[config.mk]
export PLATFORM = sky130hd
export DESIGN_NAME = pipe_hazard_ctrl_flat
export DESIGN_NICKNAME = d
export VERILOG_FILES = /design/src/rtl/pipe_hazard_ctrl_if.sv /design/src/rtl/pipe_hazard_ctrl.sv /design/src/flat_wrapper.sv
export SDC_FILE = /design/constraint.sdc
export NUM_CORES = 1
export LEC_CHECK = 0
export BUFFER_PORTS_ARGS = -buffer_cell sky130_fd_sc_hd__buf_2
export CAP_MARGIN = 15
export CORE_ASPECT_RATIO = 0.9
export CORE_MARGIN = 3
export CORE_UTILIZATION = 30
export DETAILED_ROUTE_END_ITERATION = 8
export SETUP_SLACK_MARGIN = 0.15
export SYNTH_ARGS = -nofsm -noshare
export SYNTH_HDL_FRONTEND = slang
export SYNTH_SLANG_ARGS = --single-unit
[constraint.sdc]
create_clock -name clk -period 2.36 [get_ports clk]
set_input_delay 0.118 -clock clk [delete_from_list [all_inputs] [get_ports clk]]
set_output_delay 0.118 -clock clk [all_outputs]
set_load 0.01 [all_outputs]
[src/rtl/pipe_hazard_ctrl_if.sv]
// -----------------------------------------------------------------------------
// pipe_hazard_ctrl_if
// Bundles the pipeline-status inputs and the pipe-control outputs of the
// hazard/stall controller.
//   master : pipeline datapath side (drives ID/EXE/MEM status, receives controls)
//   slave  : hazard controller side (receives status, drives controls)
// Status  : id_rs_addr, id_rt_addr, id_uses_rs, id_uses_rt, id_branch_taken,
//           exe_rf_we, exe_rf_waddr, exe_is_load, exe_is_mdu,
//           mem_rf_we, mem_rf_waddr
// Control : pc_we, ifid_we, ifid_flush, idex_we, idex_flush, exe_kill,
//           mdu_start, fwd_a_sel, fwd_b_sel, stall_cycles
// -----------------------------------------------------------------------------
interface pipe_hazard_ctrl_if;
   logic [4:0]  id_rs_addr;
   logic [4:0]  id_rt_addr;
   logic        id_uses_rs;
   logic        id_uses_rt;
   logic        id_branch_taken;
   logic        exe_rf_we;
   logic [4:0]  exe_rf_waddr;
   logic        exe_is_load;
   logic        exe_is_mdu;
   logic        mem_rf_we;
   logic [4:0]  mem_rf_waddr;
   logic        pc_we;
   logic        ifid_we;
   logic        ifid_flush;
   logic        idex_we;
   logic        idex_flush;
   logic        exe_kill;
   logic        mdu_start;
   logic [1:0]  fwd_a_sel;
   logic [1:0]  fwd_b_sel;
   logic [31:0] stall_cycles;

   modport master (
      output id_rs_addr, id_rt_addr, id_uses_rs, id_uses_rt, id_branch_taken,
             exe_rf_we, exe_rf_waddr, exe_is_load, exe_is_mdu,
             mem_rf_we, mem_rf_waddr,
      input  pc_we, ifid_we, ifid_flush, idex_we, idex_flush, exe_kill,
             mdu_start, fwd_a_sel, fwd_b_sel, stall_cycles
   );

   modport slave (
      input  id_rs_addr, id_rt_addr, id_uses_rs, id_uses_rt, id_branch_taken,
             exe_rf_we, exe_rf_waddr, exe_is_load, exe_is_mdu,
             mem_rf_we, mem_rf_waddr,
      output pc_we, ifid_we, ifid_flush, idex_we, idex_flush, exe_kill,
             mdu_start, fwd_a_sel, fwd_b_sel, stall_cycles
   );
endinterface

[src/rtl/pipe_hazard_ctrl.sv]
// -----------------------------------------------------------------------------
// pipe_hazard_ctrl
// Sequencing/stall controller of the 5-stage pipeline. Generates PC, IF/ID and
// ID/EXE write-enables and bubble controls, selects EXE operand forwarding,
// holds the pipe while the multi-cycle MUL/DIV unit runs and keeps a
// saturating count of stalled (pc_we=0) cycles.
// Ports:
//   clk   - rising-edge clock
//   reset - asynchronous active-low reset
//   bus   - pipe_hazard_ctrl_if.slave (status in, pipe controls out)
// Parameters:
//   MDU_LATENCY - EXE cycles occupied by a MUL/DIV (>=2)
//   DELAY_SLOT  - 1: taken branch keeps the delay slot; 0: squash IF/ID
// -----------------------------------------------------------------------------
module pipe_hazard_ctrl #(
   parameter int unsigned MDU_LATENCY = 32,
   parameter bit          DELAY_SLOT  = 1'b1
) (
   input logic               clk,
   input logic               reset,
   pipe_hazard_ctrl_if.slave bus
);

   localparam int unsigned CNT_W = $clog2(MDU_LATENCY + 1);
   localparam logic [CNT_W-1:0] CNT_INIT = CNT_W'(MDU_LATENCY - 2);
   localparam logic [CNT_W-1:0] CNT_ONE  = CNT_W'(1);
   localparam logic [CNT_W-1:0] CNT_ZERO = CNT_W'(0);

   typedef enum logic [1:0] {
      ST_IDLE = 2'd0,
      ST_BUSY = 2'd1,
      ST_DONE = 2'd2
   } state_t;

   state_t           state_r;
   logic [CNT_W-1:0] cnt_r;
   logic [31:0]      stall_cycles_r;

   logic rs_exe_s, rt_exe_s, rs_mem_s, rt_mem_s;
   logic mdu_start_s, mdu_stall_s, load_use_s;
   logic pc_we_s, ifid_we_s, ifid_flush_s, idex_we_s, idex_flush_s, exe_kill_s;
   logic [1:0] fwd_a_s, fwd_b_s;

   // Register $0 is hardwired to zero, so it never creates a dependency.
   assign rs_exe_s = bus.id_uses_rs && (bus.id_rs_addr != 5'd0) && bus.exe_rf_we
                     && (bus.exe_rf_waddr == bus.id_rs_addr);
   assign rt_exe_s = bus.id_uses_rt && (bus.id_rt_addr != 5'd0) && bus.exe_rf_we
                     && (bus.exe_rf_waddr == bus.id_rt_addr);
   assign rs_mem_s = bus.id_uses_rs && (bus.id_rs_addr != 5'd0) && bus.mem_rf_we
                     && (bus.mem_rf_waddr == bus.id_rs_addr);
   assign rt_mem_s = bus.id_uses_rt && (bus.id_rt_addr != 5'd0) && bus.mem_rf_we
                     && (bus.mem_rf_waddr == bus.id_rt_addr);

   // Everything is qualified with reset so the pipe runs freely while held in
   // reset, and a MUL/DIV still sitting in EXE cannot start the unit then.
   assign mdu_start_s = reset && (state_r == ST_IDLE) && bus.exe_is_mdu;
   assign mdu_stall_s = mdu_start_s || (reset && (state_r == ST_BUSY));
   assign load_use_s  = reset && bus.exe_is_load && (rs_exe_s || rt_exe_s);

   // Operand forwarding: EXE result first (a load's data is not there yet), then MEM.
   always_comb begin
      fwd_a_s = 2'd0;
      fwd_b_s = 2'd0;
      if (rs_exe_s && !bus.exe_is_load) begin
         fwd_a_s = 2'd1;
      end else if (rs_mem_s) begin
         fwd_a_s = 2'd2;
      end else begin
         fwd_a_s = 2'd0;
      end
      if (rt_exe_s && !bus.exe_is_load) begin
         fwd_b_s = 2'd1;
      end else if (rt_mem_s) begin
         fwd_b_s = 2'd2;
      end else begin
         fwd_b_s = 2'd0;
      end
   end

   // Pipe enables and bubbles: MDU stall beats load-use stall beats branch squash.
   always_comb begin
      pc_we_s      = 1'b1;
      ifid_we_s    = 1'b1;
      ifid_flush_s = 1'b0;
      idex_we_s    = 1'b1;
      idex_flush_s = 1'b0;
      exe_kill_s   = 1'b0;
      if (mdu_stall_s) begin
         // Whole front end frozen; ID/EXE is held rather than bubbled so the
         // instruction behind the MUL/DIV is not lost.
         pc_we_s    = 1'b0;
         ifid_we_s  = 1'b0;
         idex_we_s  = 1'b0;
         exe_kill_s = 1'b1;
      end else if (load_use_s) begin
         pc_we_s      = 1'b0;
         ifid_we_s    = 1'b0;
         idex_flush_s = 1'b1;
      end else begin
         // A taken branch held in ID by a stall is squashed once ID releases.
         ifid_flush_s = reset && bus.id_branch_taken && !DELAY_SLOT;
      end
   end

   // MUL/DIV sequencer: start cycle + (MDU_LATENCY-2) busy cycles, then one DONE cycle.
   always_ff @(posedge clk or negedge reset) begin
      if (!reset) begin
         state_r <= ST_IDLE;
         cnt_r   <= CNT_ZERO;
      end else begin
         case (state_r)
            ST_IDLE: begin
               if (bus.exe_is_mdu) begin
                  cnt_r   <= CNT_INIT;
                  state_r <= (MDU_LATENCY <= 32'd2) ? ST_DONE : ST_BUSY;
               end else begin
                  cnt_r   <= cnt_r;
                  state_r <= ST_IDLE;
               end
            end
            ST_BUSY: begin
               if (cnt_r <= CNT_ONE) begin
                  cnt_r   <= CNT_ZERO;
                  state_r <= ST_DONE;
               end else begin
                  cnt_r   <= cnt_r - CNT_ONE;
                  state_r <= ST_BUSY;
               end
            end
            ST_DONE: begin
               // exe_is_mdu is still high for the finishing instruction; ignore it.
               cnt_r   <= CNT_ZERO;
               state_r <= ST_IDLE;
            end
            default: begin
               cnt_r   <= CNT_ZERO;
               state_r <= ST_IDLE;
            end
         endcase
      end
   end

   // Saturating count of cycles in which the PC did not advance.
   always_ff @(posedge clk or negedge reset) begin
      if (!reset) begin
         stall_cycles_r <= 32'd0;
      end else if (!pc_we_s && (stall_cycles_r != 32'hFFFF_FFFF)) begin
         stall_cycles_r <= stall_cycles_r + 32'd1;
      end else begin
         stall_cycles_r <= stall_cycles_r;
      end
   end

   assign bus.pc_we        = pc_we_s;
   assign bus.ifid_we      = ifid_we_s;
   assign bus.ifid_flush   = ifid_flush_s;
   assign bus.idex_we      = idex_we_s;
   assign bus.idex_flush   = idex_flush_s;
   assign bus.exe_kill     = exe_kill_s;
   assign bus.mdu_start    = mdu_start_s;
   assign bus.fwd_a_sel    = fwd_a_s;
   assign bus.fwd_b_sel    = fwd_b_s;
   assign bus.stall_cycles = stall_cycles_r;

endmodule

[src/flat_wrapper.sv]
// flat-port wrapper written by rule: the top's interface ports become plain ports
module pipe_hazard_ctrl_flat 
#(
   parameter int unsigned MDU_LATENCY = 32,
   parameter bit          DELAY_SLOT  = 1'b1
)
  (clk, reset, bus_id_rs_addr, bus_id_rt_addr, bus_id_uses_rs, bus_id_uses_rt, bus_id_branch_taken, bus_exe_rf_we, bus_exe_rf_waddr, bus_exe_is_load, bus_exe_is_mdu, bus_mem_rf_we, bus_mem_rf_waddr, bus_pc_we, bus_ifid_we, bus_ifid_flush, bus_idex_we, bus_idex_flush, bus_exe_kill, bus_mdu_start, bus_fwd_a_sel, bus_fwd_b_sel, bus_stall_cycles);
  pipe_hazard_ctrl_if bus_i ();
  input logic clk;
  input logic reset;
  input wire logic [$bits(bus_i.id_rs_addr)-1:0] bus_id_rs_addr;
  input wire logic [$bits(bus_i.id_rt_addr)-1:0] bus_id_rt_addr;
  input wire logic [$bits(bus_i.id_uses_rs)-1:0] bus_id_uses_rs;
  input wire logic [$bits(bus_i.id_uses_rt)-1:0] bus_id_uses_rt;
  input wire logic [$bits(bus_i.id_branch_taken)-1:0] bus_id_branch_taken;
  input wire logic [$bits(bus_i.exe_rf_we)-1:0] bus_exe_rf_we;
  input wire logic [$bits(bus_i.exe_rf_waddr)-1:0] bus_exe_rf_waddr;
  input wire logic [$bits(bus_i.exe_is_load)-1:0] bus_exe_is_load;
  input wire logic [$bits(bus_i.exe_is_mdu)-1:0] bus_exe_is_mdu;
  input wire logic [$bits(bus_i.mem_rf_we)-1:0] bus_mem_rf_we;
  input wire logic [$bits(bus_i.mem_rf_waddr)-1:0] bus_mem_rf_waddr;
  output wire logic [$bits(bus_i.pc_we)-1:0] bus_pc_we;
  output wire logic [$bits(bus_i.ifid_we)-1:0] bus_ifid_we;
  output wire logic [$bits(bus_i.ifid_flush)-1:0] bus_ifid_flush;
  output wire logic [$bits(bus_i.idex_we)-1:0] bus_idex_we;
  output wire logic [$bits(bus_i.idex_flush)-1:0] bus_idex_flush;
  output wire logic [$bits(bus_i.exe_kill)-1:0] bus_exe_kill;
  output wire logic [$bits(bus_i.mdu_start)-1:0] bus_mdu_start;
  output wire logic [$bits(bus_i.fwd_a_sel)-1:0] bus_fwd_a_sel;
  output wire logic [$bits(bus_i.fwd_b_sel)-1:0] bus_fwd_b_sel;
  output wire logic [$bits(bus_i.stall_cycles)-1:0] bus_stall_cycles;
  assign bus_i.id_rs_addr = bus_id_rs_addr;
  assign bus_i.id_rt_addr = bus_id_rt_addr;
  assign bus_i.id_uses_rs = bus_id_uses_rs;
  assign bus_i.id_uses_rt = bus_id_uses_rt;
  assign bus_i.id_branch_taken = bus_id_branch_taken;
  assign bus_i.exe_rf_we = bus_exe_rf_we;
  assign bus_i.exe_rf_waddr = bus_exe_rf_waddr;
  assign bus_i.exe_is_load = bus_exe_is_load;
  assign bus_i.exe_is_mdu = bus_exe_is_mdu;
  assign bus_i.mem_rf_we = bus_mem_rf_we;
  assign bus_i.mem_rf_waddr = bus_mem_rf_waddr;
  assign bus_pc_we = bus_i.pc_we;
  assign bus_ifid_we = bus_i.ifid_we;
  assign bus_ifid_flush = bus_i.ifid_flush;
  assign bus_idex_we = bus_i.idex_we;
  assign bus_idex_flush = bus_i.idex_flush;
  assign bus_exe_kill = bus_i.exe_kill;
  assign bus_mdu_start = bus_i.mdu_start;
  assign bus_fwd_a_sel = bus_i.fwd_a_sel;
  assign bus_fwd_b_sel = bus_i.fwd_b_sel;
  assign bus_stall_cycles = bus_i.stall_cycles;
  pipe_hazard_ctrl #(.MDU_LATENCY(MDU_LATENCY), .DELAY_SLOT(DELAY_SLOT)) u_core (.clk(clk), .reset(reset), .bus(bus_i));
endmodule
## Word level (Yosys, flattened, before mapping)

Index checks and enable logic that the tools add are counted.

| cells by class | value |
|---|---|
| add/sub/neg operators | 2 |
| $lt $le $gt $ge | 1 |
| reduce and logical (&&, ||, !) cells | 25 |
| equality and inequality tests | 7 |
| $mul | 0 |
| bitwise logic cells | 0 |
| muxes and demuxes | 16 |
| shift operators | 0 |
| div/mod/pow operators | 0 |

Operators with widths:

| cell | count |
|---|---|
| $add A32 B1 Y32 const B | 1 |
| $ne A32 B32 Y1 const B | 1 |
| $eq A5 B5 Y1 | 4 |
| $logic_and A1 B1 Y1 | 18 |
| $mux W6 | 2 |
| $pmux W6 S2 | 1 |
| $mux W2 | 5 |
| $reduce_bool A5 Y1 | 2 |
| $mux W1 | 7 |
| $le A6 B1 Y1 const B | 1 |
| $sub A6 B1 Y6 const B | 1 |
| $pmux W2 S2 | 1 |
| $eq A2 B1 Y1 const B | 1 |
| $logic_not A1 Y1 | 2 |
| $logic_not A2 Y1 | 1 |
| $logic_or A1 B1 Y1 | 2 |
| $ne A2 B2 Y1 const B | 1 |

| storage, ports and cells | value |
|---|---|
| RAM bits | 0 |
| bits in latches | 0 |
| memories kept | 0 |
| memory bits (read-only) | 0 |
| register bits | 40 |

## Depth between registers and ports, before layout

Gate-level depths: netlist of the first run.

| logic depth | value |
|---|---|
| depth after elaboration | 10 |
| gate-level depth with buffers | 8 |

## Worst setup path before layout of the first run

OpenSTA, ideal clock, no wires.

| path | value |
|---|---|
| path type | reg2reg |
| start point | register u_core.stall_cycles_r[24], in the netlist u_core.bus.stall_cycles[24] |
| end point | register u_core.stall_cycles_r[6], in the netlist u_core.bus.stall_cycles[6] |
| cell stages (with the launch flop) | 8 |
| data arrival time | 1809 ps |
| setup time | 79 ps |
| path slack | 472 ps |
| clock period less this slack | 1888 ps |
| cell sequence | dfrtp_1 and4_1 and3_1 and3_1 nand4_1 a21boi_4 and3_1 xor2_1 |

| on the way | value |
|---|---|
| cells in the longest elaborated chain, start to end | 2 |

RTL lines:

| item | RTL line | source |
|---|---|---|
| from (decl) | pipe_hazard_ctrl.sv:37 | `logic [31:0] stall_cycles_r;` |
| from (signal assigned) | pipe_hazard_ctrl.sv:148 | `stall_cycles_r <= stall_cycles_r + 32'd1;` |
| from (signal assigned) | pipe_hazard_ctrl.sv:150 | `stall_cycles_r <= stall_cycles_r;` |
| $ne A32 B32 Y1 | pipe_hazard_ctrl.sv:147 | `end else if (!pc_we_s && (stall_cycles_r != 32'hFFFF_FFFF)) begin` |
| $logic_and A1 B1 Y1 | pipe_hazard_ctrl.sv:147 |  |

No other way between the ends.
A chain may end at the register's enable or synchronous reset.

## Worst setup path after layout of the first run

Same ends and word-level chain as after synthesis.

==> run metrics, run 1 <==
status=finished, final reports clean; WS Path Type=reg2reg; Fin Setup TNS=0 ns; Mapped Nets=264; CTS Buffer Depth=2; area grow syn2layout=26.39%; total track usage=12.83%; layout cell share with drive strength beyond 1=27.80%; Peak VDD IR=328.4 uV; Die Area=roughly 0.0085 mm^2; residual DRC count=0; ant diodes=0; Setup-failing EPs final=0; Max-Cap Viols=0; Final Worst Setup Slack=0.2718 ns; root buf cell=clkbuf_8; antenna violation net count after detailed routing=0; Detail Placement HPWL=4250 um; post-route minimum period=2.088 ns; Placed Cells incl. Taps=397; post-synthesis simple-gate area fraction=approximately 25%; Seq cells post-synth=40; Worst-Skew Late Latency=about 0.29 ns; main combinational cell family by area after synthesis=simple AND/OR/NAND/NOR gates; Critical Path Fanout Max=9; Sinks on Clock Net=40; Ports=72; pre-CTS WS=0.2994 ns; # H-tree levels=2; Synth cell types=33; RSZ-0062 raised after global routing=no; core area=0.007148 mm^2; CTS clk-pin slew, worst paths=0.08 ns; TritonCTS clock tree=yes; DRT Pass-1 Iters=4; Post-Syn Area=around 0.0022 mm^2; pin count of the biggest net entering global routing=27; Initial Util=31.24%; Yosys Warn Count=0; global route overflow=0; Synth Area in XOR/XNOR=around a fifth; Final Skew=0.006615 ns; cell leakage power=1.423 nW; Synth area leaders=dfrtp_1, xor2_1, xnor2_1; Finished Layout Cells=approximately 410; DR WL/cell=13.30 um; Routed WL=5401 um; global-route wire length before repair=8935 um; antenna violations before repair=0; Die Span Y=87.86 um; critical path startpoint category=flip-flop; Iter 0 DRT Violations=57; area leader, netlist=dfrtp_1; I/O Buffers=a little under 70; Final Cycle Share=88.49%; Setup Buffers After CTS=0; Seq/Total Area, Yosys=between 40% and 50%; vias in the first global route=1,881; Pins Over Slew Limit=0; min-delay worst type=in2reg; Hold Vio Cnt, Final=0; Synth Area in Adders=1.681%; Max Clock Freq=about 480 MHz; PwrDens=551.9 mW/mm^2; gpl congestion=between 0.8 and 0.9; total CTS buffers=5; Worst EP arrival=approximately 2.3 ns; Syn Area/Cell=slightly below 10 um^2; Vias/cell=around 4.8; Fillers=740; fraction of post-synthesis cell area in the top cell type by area=approximately 45%; Nets=344; placement row count=29; Die X=96.95 um; Setup crit end kind=flip-flop; Synth Area in Compound Gates=6.050%; Worst EP required=2.57 ns; vias=1,938; WHS=0.1089 ns; Post-Syn Instances=232; multiplexer share of the synthesized area=0%
[metal layers]
metal	vias up	track usage (%)	share of wire [%]
met3	9	3.424	4.6
met2	45	20.36	45
met4	0	4.464	1.5
li1	971	-	-
met1	913	17.08	49
met5	-	0	0
[cell type report]
type                       instances  area, um^2  share of cell area, %
multi-input combinational        184        1196                  42.38
sequential                        40        1001                  35.46
timing repair buffer              76       400.4                  14.18
tap                               93       116.4                  4.122
clock buffer                       8       90.09                  3.191
inverter                           5       18.77                 0.6649
[per-stage QoR]
| step | area [um^2] | total power (W) | util [%] |
|---|---|---|---|
| 4_1_cts | 2814 | 0.001585 | 39.37 |
| 3_5_place_dp | 2714 | 0.001105 | 37.97 |
| 6_report | 2823 | 0.001558 | 39.49 |
| 2_1_floorplan | 2233 | 0.0009633 | - |
| 3_3_place_gp | 2714 | 0.001100 | 37.97 |
| 5_1_grt | 2823 | 0.001645 | 39.49 |
[critical path, cell delays in order (launching register included)]
cell	delay, ns
dfrtp_1	0.44
and4_1	0.25
and3_1	0.21
and3_1	0.22
nand4_1	0.18
a21boi_4	0.35
and3_1	0.23
xor2_1	0.14
[cells in the mapped netlist]
master	count
a21boi_4	1
a21o_2	1
a21oi_1	3
a21oi_2	1
a31oi_1	1
and2_1	3
and3_1	10
and4_1	2
buf_4	2
buf_6	1
conb_1	1
dfrtp_1	40
ha_1	3
inv_1	5
nand2_1	21
nand2b_1	1
nand3_1	18
nand3b_1	1
nand4_1	8
nand4b_1	2
nor2_1	21
nor2b_1	1
nor3_1	11
nor3b_1	2
nor4_1	6
o211ai_1	1
o21ai_0	7
o21ai_1	2
o21ai_4	1
o221ai_1	1
or4_1	3
xnor2_1	22
xor2_1	29
[sequential cells by signal, summed over array words and instances, names as in the netlist]
| signal | cells |
|---|---|
| u_core.cnt_r | 6 |
| u_core.bus.stall_cycles | 32 |
| u_core.state_r | 2 |
[final timing paths]
check	slack, ns	cells past startpoint	from	endpoint
worst min register to register	0.48	1	u_core.bus.stall_cycles[4]	u_core.bus.stall_cycles[4]
min in group asynchronous	0.38	3	reset	u_core.bus.stall_cycles[20]
worst max-delay path	0.27	7	u_core.bus.stall_cycles[24]	u_core.bus.stall_cycles[6]
worst min-delay path	0.11	3	bus_exe_is_mdu	u_core.cnt_r[1]
worst max register to register	0.27	7	u_core.bus.stall_cycles[24]	u_core.bus.stall_cycles[6]
max in group asynchronous	1.68	3	reset	u_core.bus.stall_cycles[18]
[logic make-up (layout without fill, tap and decap cells)]
logic type               count (synthesis)  after routing
XOR/XNOR                                51             51
adder cells (fa/ha/maj)                  3              3
AND/OR/NAND/NOR                        110            110
other                                    1              1
AO/OA/AOI/OAI                           19             19
buffers and inverters                    8             89
flip-flops                              40             40
[cell usage in the layout (no fill, tap or decap)]
cell type,instances
buf_2,69
o21ai_4,1
nand3b_1,1
and2_1,3
buf_4,6
and3_1,10
nand2b_1,1
xnor2_1,22
nand4_1,8
a21o_2,1
a31oi_2,1
nor2_2,1
nand2_1,21
inv_1,5
o21ai_0,7
a21oi_2,1
o221ai_1,1
a21boi_4,1
nor2_1,20
o21ai_1,2
a21oi_1,3
nor2b_1,1
nor4_1,6
dfrtp_1,40
or4_1,3
dlygate4sd3_1,1
conb_1,1
nor3b_1,2
and4_1,2
nand4b_1,2
clkbuf_1,2
ha_1,3
xor2_1,29
o211ai_1,1
nor3_1,11
nand3_1,18
clkbuf_8,6
[where the power goes]
group          leakage, nW  internal [W]  switching, W
Clock               0.0455      0.000239      0.000228
Sequential           0.523      0.000739     0.0000695
Combinational        0.854      0.000127      0.000156
[what timing repair did]
action                                  in CTS  in global routing
endpoints found under the hold margin       40                  0
gates resized for setup                      0                  2
endpoints found under the setup margin       0                  8
hold buffers                                 1                  0
No activity file was read; power rests on OpenSTA's default activity.
==> run 2, diff against run 1 <==
- CORE_ASPECT_RATIO: 0.9 -> 1.25
- CTS_CLUSTER_SIZE: unset -> 8
==> run metrics, run 2 (same netlist as run 1, synthesis figures left out) <==
PwrDens=549.3 mW/mm^2; WS Path Type=reg2reg; Die Area=0.008523 mm^2; Die Span Y=102.5 um; Setup crit end kind=flip-flop; Max-Cap Viols=0; most frequent cells in the layout=buf_2, dfrtp_1, xor2_1; Placed Instance Area=~0.0027 mm^2; critical-path cell list=and4_1 > and3_1 > and3_1 > nand4_1 > a21boi_4 > and3_1 > xor2_1; Initial Util=31.44%; Pins Over Slew Limit=0; worst slew pin tran=0.5051 ns; Peak VDD IR=approximately 240 uV; CTS Buffer Depth=2; HP Start=bus_exe_is_mdu; residual DRC count=0; layout cell share with drive strength beyond 1=28.34%; vias in the first global route=1,997; Iter 0 DRT Violations=87; Sinks on Clock Net=40; Critical Path Fanout Max=6; Routed WL=5417 um; RSZ-0062 raised after global routing=no; CP Launch Point=u_core.bus.stall_cycles[24]; root buf cell=clkbuf_8; Fin Setup TNS=0 ns; most common cell after layout, fill and taps aside=buf_2; CTS clk-pin slew, worst paths=0.08 ns; Worst EP arrival=2.24 ns; Reg2Reg Launch Point=u_core.bus.stall_cycles[24]; Final Cycle Share=85.92%; Worst EP required=2.58 ns; worst reg-to-reg path cell count=7; Final Skew=between 0.004 and 0.005 ns; post-route minimum period=2.028 ns; CP max stage cell=dfrtp_1; Vias/cell=4.886; placement row count=34; max reg flops=32; # H-tree levels=2; Max Clock Freq=between 400 and 500 MHz; ant diodes=0; DR WL/cell=13.41 um; antenna violation net count after detailed routing=0; Hold Vio Cnt, Final=0; Nets=345; global-route wire length before repair=9349 um; antenna violations before repair=0; cell leakage power=1.427 nW; area grow syn2layout=27.00%; DRT Pass-1 Iters=4; I/O Buffers=69; min-delay worst type=in2reg; status=finished, final reports clean; vias=1,974; Die X=between 80 and 90 um; critical path startpoint category=flip-flop; Worst-Skew Late Latency=0.29 ns; pin count of the biggest net entering global routing=42; gpl congestion=0.9216; Setup-failing EPs final=0; Worst path depth=7; TritonCTS clock tree=yes; CP top delay family=simple AND/OR/NAND/NOR gates; worst reg2reg setup slack=0.33 ns; Worst path most repeated cell=and3_1; Reg-to-Reg End=u_core.bus.stall_cycles[6]; Worst Path Buf+Inv=0; total CTS buffers=5; total track usage=13.48%; Detail Placement HPWL=between 4000 and 5000 um; crit path to=u_core.bus.stall_cycles[6]; core area=0.007104 mm^2; final instance area=0.002836 mm^2; Critical Path Max Stage Delay=0.44 ns; global route overflow=0; relative slew slack=66.33%; Ports=72
[run 2: final cells by class]
cell class | instances | area, um^2
Fill cell | 726 | 4268
Sequential cell | 40 | 1001
Clock buffer | 8 | 90.09
Tap cell | 90 | 112.6
Inverter | 5 | 18.77
Timing Repair Buffer | 76 | 400.4
Multi-Input combinational cell | 185 | 1214
[run 2: metrics by stage]
step                      utilization, %  total power (W)  hold slack (ns)  instances  worst slack (ns)
final                              39.93         0.001558           0.1383        404            0.3324
after global routing               39.93         0.001657           0.1703        404            0.1670
after CTS                          39.45         0.001582           0.1356        402            0.2713
after detailed placement           38.04         0.001104           0.2869        393            0.2951
after global placement             38.04         0.001103           0.2802        393            0.3218
after floorplan                        -        0.0009633          -0.1776        232            0.4719
[run 2: worst register-to-register path: stages, from the launching register on]
cell and delay, ns:
dfrtp_1 0.44, and4_1 0.25, and3_1 0.20, and3_1 0.22, nand4_1 0.20, a21boi_4 0.29, and3_1 0.20, xor2_1 0.15
[run 2: repair_timing]
| item | 4_1_cts | 5_1_grt |
|---|---|---|
| setup buffers | 0 | 1 |
| endpoints found under the hold margin | 40 | 0 |
| gates resized for setup | 0 | 3 |
| hold buffers | 1 | 0 |
| endpoints found under the setup margin | 0 | 10 |
[run 2: per-layer routing]
metal	track usage [%]	share of wire, %	vias to the layer above
li1	-	-	969
met1	15.67	42	931
met2	23.83	50	65
met3	4.274	7.2	9
met4	4.277	1.6	0
met5	0	0	-
[run 2: how the worst min path moves through the flow]
stage	end	slack [ns]	cells past startpoint
after global placement	u_core.cnt_r[4]	0.28	2
after floorplan	u_core.bus.stall_cycles[0]	-0.18	0
after global routing	u_core.cnt_r[1]	0.17	3
after detailed placement	u_core.cnt_r[4]	0.29	2
after CTS	u_core.cnt_r[1]	0.14	3
final	u_core.cnt_r[1]	0.14	3
[run 2: report_power, final]
group / switching (W) / total [W] / internal, W
logic: 0.000153 / 0.000280 / 0.000127
clock network: 0.000232 / 0.000470 / 0.000239
registers: 0.0000689 / 0.000808 / 0.000739
total: 0.000453 / 0.00156 / 0.00110
==> run 3, diff against run 2 <==
- ABC_AREA: unset -> 1
- CORE_ASPECT_RATIO: 1.25 -> unset
- SLEW_MARGIN: unset -> 40
==> run metrics, run 3 <==
status=finished, final reports clean; DR WL/cell=12.46 um; antenna violations before repair=0; # H-tree levels=2; Placed Instance Area=0.003435 mm^2; Finished Layout Cells=654; Worst EP required=roughly 2.6 ns; CP top delay family=simple AND/OR/NAND/NOR gates; Die Area=0.01115 mm^2; critical path startpoint category=flip-flop; max reg flops=32; min-delay worst type=in2reg; ant diodes=0; Iter 0 DRT Violations=approximately 130; Initial Util=31.47%; HP Start=bus_exe_is_mdu; Detail Placement HPWL=between 6000 and 7000 um; antenna violation net count after detailed routing=0; Setup crit end kind=flip-flop; area grow syn2layout=19.88%; Fin Setup TNS=0 ns; total power=0.002261 W; Max-Cap Viols=0; Seq cells post-synth=40; CTS Buffer Depth=2; total CTS buffers=5; Setup-failing EPs final=0; placement row count=35; vias in the first global route=3,000; Fillers=1,057; Yosys Warn Count=0; Critical Path Max Stage Delay=0.42 ns; cell leakage power=1.889 nW; Synth async-reset ratio=100.0%; Mapped Nets=486; Nets=556; Placed Cells incl. Taps=around 650; Hold Vio Cnt, Final=0; Ports=72; worst slew pin tran=0.5168 ns; worst reg2reg setup slack=0.34 ns; Post-Syn Instances=454; most frequent cells in the layout=nand2_1, buf_2, nor2_1; Max Clock Freq=495.4 MHz; Sinks on Clock Net=40; core area=between 0.009 and 0.01 mm^2; fraction of post-synthesis cell area in the top cell type by area=33.63%; TritonCTS clock tree=yes; global route overflow=0; CP Launch Point=u_core.bus.stall_cycles[1]; final instance area=0.003568 mm^2; Synth cell types=29; WS Path Type=reg2reg; layout cell share with drive strength beyond 1=~18%; root buf cell=clkbuf_8; gpl congestion=approximately 0.96; Worst path depth=11; Final Skew=~0.004 ns; vias=3,051; pin count of the biggest net entering global routing=39; Synth area leaders=dfrtp_1, nand2_1, nor2_1; Pins Over Slew Limit=0; global-route wire length before repair=approximately 14,000 um; post-route minimum period=2.018 ns; Post-Syn Area=0.002977 mm^2; residual DRC count=0; Worst path most repeated cell=nor2_4; Post-synth top cells=nand2_1, nor2_1, inv_1, nand3_1, dfrtp_1; CP max stage cell=dfrtp_1; CTS clk-pin slew, worst paths=0.08 ns; ys flop type=dfrtp_1; EDFF count, synth=0; PwrDens=633.5 mW/mm^2; total track usage=between 15 and 20%; Syn Area/Cell=6.556 um^2; relative slew slack=around two thirds; most common cell after layout, fill and taps aside=nand2_1; hold path depth=3; Die Span Y=105.6 um; Die X=105.6 um; Critical Path Fanout Max=15; Routed WL=8151 um; DRT Pass-1 Iters=4; Peak VDD IR=215.2 uV; Reg2Reg Launch Point=u_core.bus.stall_cycles[1]; worst reg-to-reg path cell count=11; critical-path cell list=ha_2 > inv_1 > nor2_4 > nand2_2 > nor2_2 > nand3_2 > nor2_4 > inv_2 > buf_4 > nand3_1 > nand2_1; Worst-Skew Late Latency=~0.3 ns; most common cell in the netlist=nand2_1; Vias/cell=4.665; I/O Buffers=69; Seq/Total Area, Yosys=between 30% and 40%; RSZ-0062 raised after global routing=no; Worst Path Buf+Inv=3; area leader, netlist=dfrtp_1; Final Cycle Share=85.53%; Worst EP arrival=2.21 ns
## run 3: cell types whose count changed after synthesis, moves of 5 or more
cell	before	now
inv_1	5	44
xor2_1	29	23
xnor2_1	22	10
nor2_1	21	62
o21ai_0	7	12
and3_1	10	0
nand2_1	21	158
nand3_1	18	44
nor4_1	6	1
buf_2	0	6
## run 3: worst paths after layout
| check | to |
|---|---|
| setup / recovery | u_core.bus.stall_cycles[15] |
| hold / removal | u_core.cnt_r[2] |
| setup reg to reg | u_core.bus.stall_cycles[15] |
| hold reg to reg | u_core.state_r[1] |
| max in group asynchronous | u_core.bus.stall_cycles[25] |
| min in group asynchronous | u_core.cnt_r[1] |
## run 3: area by class of cell
| type | count | area (um^2) | area share (%) |
|---|---|---|---|
| Multi-Input combinational cell | 358 | 1744 | 48.88 |
| Sequential cell | 40 | 1001 | 28.05 |
| Tap cell | 129 | 161.4 | 4.523 |
| Clock buffer | 6 | 72.57 | 2.034 |
| Clock inverter | 2 | 35.03 | 0.9818 |
| Timing Repair Buffer | 74 | 385.4 | 10.80 |
| Inverter | 45 | 168.9 | 4.734 |
## run 3: where the power goes
group	internal (W)	switching, W
Sequential	0.000790	0.000123
Combinational	0.000278	0.000503
Clock	0.000314	0.000252
## run 3: cell families after synthesis
logic type | after synthesis | synth area share [%]
compound gates | 22 | 3.993
other cells | 1 | 0.1260
xor+xnor | 33 | 9.710
buf+inv | 56 | 8.323
simple gates | 299 | 42.96
fa+ha+maj | 3 | 1.261
flops | 40 | 33.63
## run 3: layer usage
metal  global-route usage (%)  share of wire [%]  wire [um]  up-vias
met5                        0                  0          0        -
met4                    4.440                1.3        106        0
met3                    3.246                5.7        463        8
met2                    25.50                 47       3791       89
met1                    19.98                 46       3790     1386
li1                         -                  -          -     1568
## run 3: worst reg2reg max path: cells and delay by family (launching register included)
family | cells | cell delay, ns
buf+inv | 3 | 0.41
simple gates | 7 | 0.84
fa+ha+maj | 1 | 0.25
flops | 1 | 0.42
## run 3: timing repair
| item | CTS | global route |
|---|---|---|
| endpoints found under the setup margin | 0 | 32 |
| hold buffers | 1 | 0 |
| gates resized for setup | 0 | 3 |
| buffers inserted | 0 | 0 |
| endpoints found under the hold margin | 2 | 0 |
## run 3: metrics by stage
step | util, % | hold slack [ns] | setup WS [ns]
after floorplan | - | -0.1776 | 0.5989
after global placement | 36.31 | -0.04536 | 0.3109
after detailed placement | 36.31 | -0.04431 | 0.2686
after CTS | 37.55 | 0.1207 | 0.2426
after global routing | 37.72 | 0.1783 | 0.1778
final | 37.72 | 0.1306 | 0.3416
